`src/rtl/vga_timing_detector.sv`:
```
// Sink-side VGA timing recovery: registers the sync/DE inputs, recovers pixel coordinates,
// measures line/frame geometry and declares lock once that geometry repeats.
module vga_timing_detector #(
  parameter int unsigned LOCK_FRAMES = 3,
  parameter int unsigned H_TIMEOUT   = 4095,
  parameter int unsigned V_TIMEOUT   = 2047
) (
  input  logic        clk,
  input  logic        rst_n,
  input  logic        hsync_in,
  input  logic        vsync_in,
  input  logic        de_in,
  output logic [11:0] x,
  output logic [10:0] y,
  output logic        valid,
  output logic        frame_start,
  output logic [11:0] h_total,
  output logic [11:0] h_active,
  output logic [10:0] v_total,
  output logic [10:0] v_active,
  output logic        locked
);

  typedef enum logic [1:0] {StSearch, StCheck, StLocked} lock_state_e;

  logic        hs_q1, hs_q2, vs_q1, vs_q2, de_q1, de_q2;
  logic        hs_rise, vs_rise, de_rise, de_fall;
  logic [11:0] h_cnt_q, de_cnt_q;
  logic [10:0] v_cnt_q, va_cnt_q;
  logic        h_seen_q, v_seen_q, de_ok_q, fs_pend_q;
  logic        h_loss, v_loss, sig_loss;
  logic [45:0] snap, prev_snap_q;
  logic        snap_match;
  logic [3:0]  stable_q;
  logic [4:0]  stable_inc;
  lock_state_e state_q;

  assign hs_rise = hs_q1 & ~hs_q2;
  assign vs_rise = vs_q1 & ~vs_q2;
  assign de_rise = de_q1 & ~de_q2;
  assign de_fall = ~de_q1 & de_q2;

  // h_cnt_q doubles as the idle timer; v_cnt_q counts lines since the last vsync edge.
  assign h_loss   = ({20'd0, h_cnt_q} >= H_TIMEOUT) & ~hs_rise;
  assign v_loss   = ({21'd0, v_cnt_q} >= V_TIMEOUT) & ~vs_rise;
  assign sig_loss = h_loss | v_loss;

  // The frame just closed by vs_rise is still held in the running line/DE-fall counters.
  assign snap       = {h_total, h_active, v_cnt_q, va_cnt_q};
  assign snap_match = (snap == prev_snap_q);
  assign stable_inc = {1'b0, stable_q} + 5'd1;

  always_ff @(posedge clk or negedge rst_n) begin
    if (!rst_n) begin
      hs_q1       <= 1'b0;
      hs_q2       <= 1'b0;
      vs_q1       <= 1'b0;
      vs_q2       <= 1'b0;
      de_q1       <= 1'b0;
      de_q2       <= 1'b0;
      h_cnt_q     <= '0;
      de_cnt_q    <= '0;
      v_cnt_q     <= '0;
      va_cnt_q    <= '0;
      h_seen_q    <= 1'b0;
      v_seen_q    <= 1'b0;
      de_ok_q     <= 1'b0;
      fs_pend_q   <= 1'b0;
      x           <= '0;
      y           <= '0;
      valid       <= 1'b0;
      frame_start <= 1'b0;
      h_total     <= '0;
      h_active    <= '0;
      v_total     <= '0;
      v_active    <= '0;
    end else begin
      hs_q1 <= hsync_in;
      hs_q2 <= hs_q1;
      vs_q1 <= vsync_in;
      vs_q2 <= vs_q1;
      de_q1 <= de_in;
      de_q2 <= de_q1;

      if (hs_rise) begin
        h_cnt_q  <= 12'd1;
        h_seen_q <= 1'b1;
        if (h_seen_q) h_total <= h_cnt_q;
      end else if (h_cnt_q != 12'hfff) begin
        h_cnt_q <= h_cnt_q + 12'd1;
      end

      if (de_rise) begin
        de_cnt_q <= 12'd1;
        de_ok_q  <= 1'b1;
      end else if (de_q1 && de_cnt_q != 12'hfff) begin
        de_cnt_q <= de_cnt_q + 12'd1;
      end
      if (de_fall && de_ok_q) h_active <= de_cnt_q;

      // An hsync edge coinciding with vsync is the first line of the new frame.
      if (vs_rise) begin
        v_seen_q <= 1'b1;
        if (v_seen_q) begin
          v_total  <= v_cnt_q;
          v_active <= va_cnt_q;
        end
        v_cnt_q  <= {10'd0, hs_rise};
        va_cnt_q <= {10'd0, de_fall};
      end else begin
        if (hs_rise && v_cnt_q != 11'h7ff) v_cnt_q <= v_cnt_q + 11'd1;
        if (de_fall && va_cnt_q != 11'h7ff) va_cnt_q <= va_cnt_q + 11'd1;
      end

      valid <= de_q1;
      if (de_rise) x <= '0;
      else if (de_q1 && x != 12'hfff) x <= x + 12'd1;
      if (vs_rise) y <= '0;
      else if (de_fall && y != 11'h7ff) y <= y + 11'd1;

      frame_start <= de_rise & (fs_pend_q | vs_rise);
      if (de_rise) fs_pend_q <= 1'b0;
      else if (vs_rise) fs_pend_q <= 1'b1;

      // Loss discards all geometry; coordinates are left as they were.
      if (sig_loss) begin
        h_total  <= '0;
        h_active <= '0;
        v_total  <= '0;
        v_active <= '0;
        h_seen_q <= 1'b0;
        v_seen_q <= 1'b0;
        de_ok_q  <= 1'b0;
      end
    end
  end

  always_ff @(posedge clk or negedge rst_n) begin
    if (!rst_n) begin
      state_q     <= StSearch;
      stable_q    <= '0;
      locked      <= 1'b0;
      prev_snap_q <= '0;
    end else if (sig_loss) begin
      state_q  <= StSearch;
      stable_q <= '0;
      locked   <= 1'b0;
    end else if (vs_rise && v_seen_q) begin
      prev_snap_q <= snap;
      case (state_q)
        StSearch: begin
          stable_q <= 4'd1;
          if (LOCK_FRAMES <= 1) begin
            state_q <= StLocked;
            locked  <= 1'b1;
          end else begin
            state_q <= StCheck;
          end
        end
        StCheck: begin
          if (snap_match) begin
            stable_q <= stable_inc[3:0];
            if ({27'd0, stable_inc} >= LOCK_FRAMES) begin
              state_q <= StLocked;
              locked  <= 1'b1;
            end
          end else begin
            stable_q <= '0;
          end
        end
        StLocked: begin
          if (!snap_match) begin
            state_q  <= StCheck;
            stable_q <= '0;
            locked   <= 1'b0;
          end
        end
        default: begin
          state_q  <= StSearch;
          stable_q <= '0;
          locked   <= 1'b0;
        end
      endcase
    end
  end

endmodule
```
`config.mk`:
```
export PLATFORM = sky130hd
export DESIGN_NAME = vga_timing_detector
export DESIGN_NICKNAME = d
export VERILOG_FILES = /design/src/rtl/vga_timing_detector.sv
export SDC_FILE = /design/constraint.sdc
export NUM_CORES = 1
export LEC_CHECK = 0
export BUFFER_PORTS_ARGS = -buffer_cell sky130_fd_sc_hd__buf_2
export CAP_MARGIN = 40
export CELL_PAD_IN_SITES_DETAIL_PLACEMENT = 1
export CELL_PAD_IN_SITES_GLOBAL_PLACEMENT = 1
export CORE_MARGIN = 2
export CORE_UTILIZATION = 40
export CTS_CLUSTER_DIAMETER = 80
export DETAILED_ROUTE_END_ITERATION = 8
export GPL_TIMING_DRIVEN = 0
export HOLD_SLACK_MARGIN = 0.06
export PLACE_DENSITY = 0.7
export SETUP_SLACK_MARGIN = 0.4
export SYNTH_ARGS = -nofsm -noshare
export SYNTH_HDL_FRONTEND = slang
export SYNTH_SLANG_ARGS = --single-unit
```
`constraint.sdc`:
```
create_clock -name clk -period 2.7 [get_ports clk]
set_input_delay 0.135 -clock clk [delete_from_list [all_inputs] [get_ports clk]]
set_output_delay 0.135 -clock clk [all_outputs]
set_load 0.03 [all_outputs]
```
==> flow_metrics.env <==
export IMPL_placedInstanceArea_mm2=0.009059
export IMPL_port_buffer_count=76
export IMPL_cellInternalPower_mw=4.656
export IMPL_syn_instance_count=757
export IMPL_design_area_mm2=0.009767
export IMPL_hold_path_class="input pin to async pin"
export IMPL_dpl_worst_slack_ns=0.3180
export IMPL_num_vias=6087
export IMPL_detail_route_wl_per_cell_um=17.74
export IMPL_clk_pin_slew_worst_paths_ns=0.06
export IMPL_final_common_cell="dfrtp_1"
export IMPL_die_area_mm2=0.02193
export IMPL_tritoncts_num_buffers=17
export IMPL_avgViaCountPerCell=5.307
export IMPL_floorplan_rows=52
export IMPL_antenna_violations_before_repair=0
export IMPL_hold_worst_slack_ns=0.2621
export IMPL_highest_signal_layer="met4"
export IMPL_worst_slack_ns=0.4919
export IMPL_postSynth_asyncResetShare_pct=100.0
export IMPL_num_antenna_cells=0
export IMPL_totalWireLength_um=20350
export IMPL_initial_core_util_pct=40.90
export IMPL_number_of_synthesized_flops_with_an_enable_pin=0
export IMPL_power_switching_fraction_pct=28.05
export IMPL_cp_data_arrival_time_ns=2.57
export IMPL_cts_tree="built"
export IMPL_power_leakage_nw=4.899
export IMPL_rsz_0062_raised_after_global_routing="yes"
export IMPL_postSynthRegisterBits=179
export IMPL_clockRootBuffer="clkbuf_16"
export IMPL_floorplan_die_width_um=148.1
export IMPL_power_total_mw=6.472
export IMPL_clock_skew_ns=0.01162
export IMPL_detail_route_drc_violations=0
export IMPL_critical_path_class="flip-flop to flip-flop"
export IMPL_relSlewSlack_pct=58.90
export IMPL_vias_in_the_first_global_route=6228
export IMPL_regToRegEndpoint="v_total[9]$_DFFE_PN0P_"
export IMPL_die_y_um=148.1
export IMPL_status="finished, final reports clean"
export IMPL_worst_slew_pin_slew_ns=0.6109
export IMPL_longest_clk_path_bufs=2
export IMPL_pwr_share_seq_pct=47.2
export IMPL_drt_first_pass_iters=5
export IMPL_min_period_ns=2.208
export IMPL_first_iter_violations=239
export IMPL_mappedNetlistArea_mm2=0.008303
export IMPL_finalHoldViolations=0
export IMPL_synth_flop_cell="dfrtp_1"
export IMPL_route_antenna_remaining_nets=0
export IMPL_routed_wl_met3_um=428
export IMPL_syn2layout_area_growth_pct=17.63
export IMPL_dp_hpwl_um=14270
export IMPL_power_combinational_fraction_pct=13.7
export IMPL_met2_wirelength_um=9649
export IMPL_finalSetupViolCount=0
export IMPL_globalRoute_totalOverflow=0
export IMPL_setup_reg_to_reg_worst_slack_ns=0.49
export IMPL_slew_viol_final=0
export IMPL_grtUsageTotal_pct=19.57
export IMPL_startpoint_of_the_worst_register_to_register_path="h_cnt_q[0]$_DFFE_PN0P_"
export IMPL_timing_final_crit_share_pct=81.78
export IMPL_critical_path_peak_fanout=10
export IMPL_clkLatencyLatePin_ns=0.43
export IMPL_clockPowerShare_pct=39.1
export IMPL_post_synth_num_cell_types=58
export IMPL_proportion_of_layout_cells_with_a_drive_suffix_above_1_pct=22.92
export IMPL_utilization_pct=48.11
export IMPL_core_region_area_mm2=0.02030
export IMPL_finalWeightedCongestion=0.8119
export IMPL_worst_setup_path_end_kind="flip-flop"
export IMPL_io_pins=77
export IMPL_crit_path_start_kind="flip-flop"
export IMPL_seq_area_frac_synth_pct=53.95
export IMPL_net_count_after_synthesis=770
export IMPL_switching_power_mw=1.816
export IMPL_grt_pass1_wl_um=33950
export IMPL_max_vdd_ir_drop_mv=0.4386
export IMPL_cts_htree_levels=4
export IMPL_wirelength_met1_um=9994
export IMPL_power_density_cell_area_mw_per_mm2=662.7
export IMPL_most_common_layout_cells="dfrtp_1, buf_2, nor2_1"
export IMPL_max_cap_violations=0
export IMPL_timing_fmax_mhz=452.9
export IMPL_syn_mean_instance_area_um2=10.97
export IMPL_tritoncts_num_sinks=179
export IMPL_ys_warnings_count=0
export IMPL_timing_critical_path_required_ns=3.06
export IMPL_r2r_cells=9
export IMPL_num_nets_final=877
export IMPL_grt_start_max_net_pins=110
==> worst max-delay path by stage <==
| stage | cells after the start | start | to | slack [ns] |
|---|---|---|---|---|
| after detailed placement | 7 | v_cnt_q[5]$_DFFE_PN0P_ | state_q[0]$_DFFE_PN0P_ | 0.32 |
| after global routing | 8 | h_cnt_q[0]$_DFFE_PN0P_ | v_active[4]$_DFFE_PN0P_ | 0.38 |
| after floorplan | 8 | x[0]$_DFFE_PN0P_ | x[11]$_DFFE_PN0P_ | 0.63 |
| after global placement | 1 | rst_n | x[6]$_DFFE_PN0P_ | -1.53 |
| after CTS | 9 | h_cnt_q[0]$_DFFE_PN0P_ | v_total[9]$_DFFE_PN0P_ | 0.42 |
| final | 9 | h_cnt_q[0]$_DFFE_PN0P_ | v_total[9]$_DFFE_PN0P_ | 0.49 |
==> layout make-up <==
class                           instances  area, um2
Timing Repair Buffer                   88      523.0
Multi-Input combinational cell        526       3573
Clock buffer                           20      436.7
Sequential cell                       179       4479
Clock inverter                         12      158.9
Tap cell                              270      337.8
Buffer                                 42      220.2
Fill cell                            2217      10530
Inverter                               10      37.54
==> stage by stage <==
step	std cells	setup TNS [ns]
after CTS	1142	0
after detailed placement	1104	0
final	1147	0
after global placement	1103	-270.99
after floorplan	757	0
after global routing	1147	0
==> cells by family (layout without fill, tap and decap cells) <==
kind of cell | Yosys count | count (layout) | share of synthesized area (%)
flops | 179 | 179 | 53.95
mux | 49 | 49 | 6.600
compound gates | 108 | 108 | 9.403
fa+ha+maj | 8 | 8 | 1.206
xor+xnor | 90 | 90 | 9.494
simple gates | 271 | 271 | 16.31
buf+inv | 52 | 172 | 3.044
==> metal layers <==
layer	vias up	global-route usage, %
met5	-	0
met4	0	6.095
met3	19	2.822
met2	84	30.81
met1	3120	28.17
li1	2864	-
==> what timing repair did <==
item	4_1_cts	5_1_grt
pin swaps	1	1
setup endpoints to repair	46	39
setup buffers	2	5
resized for setup	1	2
hold buffers	4	0
hold endpoints to repair	73	0
==> state kept, by name (all words and copies together), names as in the netlist, 4 cells and up <==
name,flops
h_total,12
h_active,12
v_active,11
prev_snap_q,46
h_cnt_q,12
x,12
va_cnt_q,11
v_total,11
de_cnt_q,12
v_cnt_q,11
y,11
stable_q,4
==> power by group through the flow <==
stage                     sequential (mW)  combinational (mW)  clock (mW)
final                                3.05               0.888        2.53
after global routing                 3.08               0.997        2.70
after CTS                            3.05               0.900        2.59
after detailed placement             3.10               0.886           0
after global placement               3.09               0.861           0
after floorplan                      3.19               0.464           0
==> worst max-delay path, cell delays in order, from the launching register on <==
cell and delay [ns]:
dfrtp_1 0.42, ha_1 0.24, and2_1 0.18, and4_4 0.19, buf_6 0.13, a22o_4 0.27
buf_6 0.14, a21oi_4 0.24, buf_6 0.19, a22o_1 0.13
==> synth_stat cells, types with 8 or more instances <==
library cell / instances / share of area (%)
a21oi_1: 41 / 2.5
a22o_1: 24 / 2.5
and3_1: 11 / 0.83
buf_2: 19 / 1.1
clkbuf_1: 15 / 0.68
dfrtp_1: 179 / 54
ha_1: 8 / 1.2
inv_1: 10 / 0.45
mux2_2: 46 / 6.2
nand2_1: 54 / 2.4
nand3_1: 46 / 2.8
nand4_1: 16 / 1.2
nor2_1: 75 / 3.4
nor2b_1: 9 / 0.68
nor3_1: 14 / 0.84
nor4_1: 13 / 0.98
o21ai_0: 11 / 0.66
or3_1: 8 / 0.60
xnor2_1: 20 / 2.1
xor2_1: 70 / 7.4
Note: power is estimated with default switching activity, not from simulation.
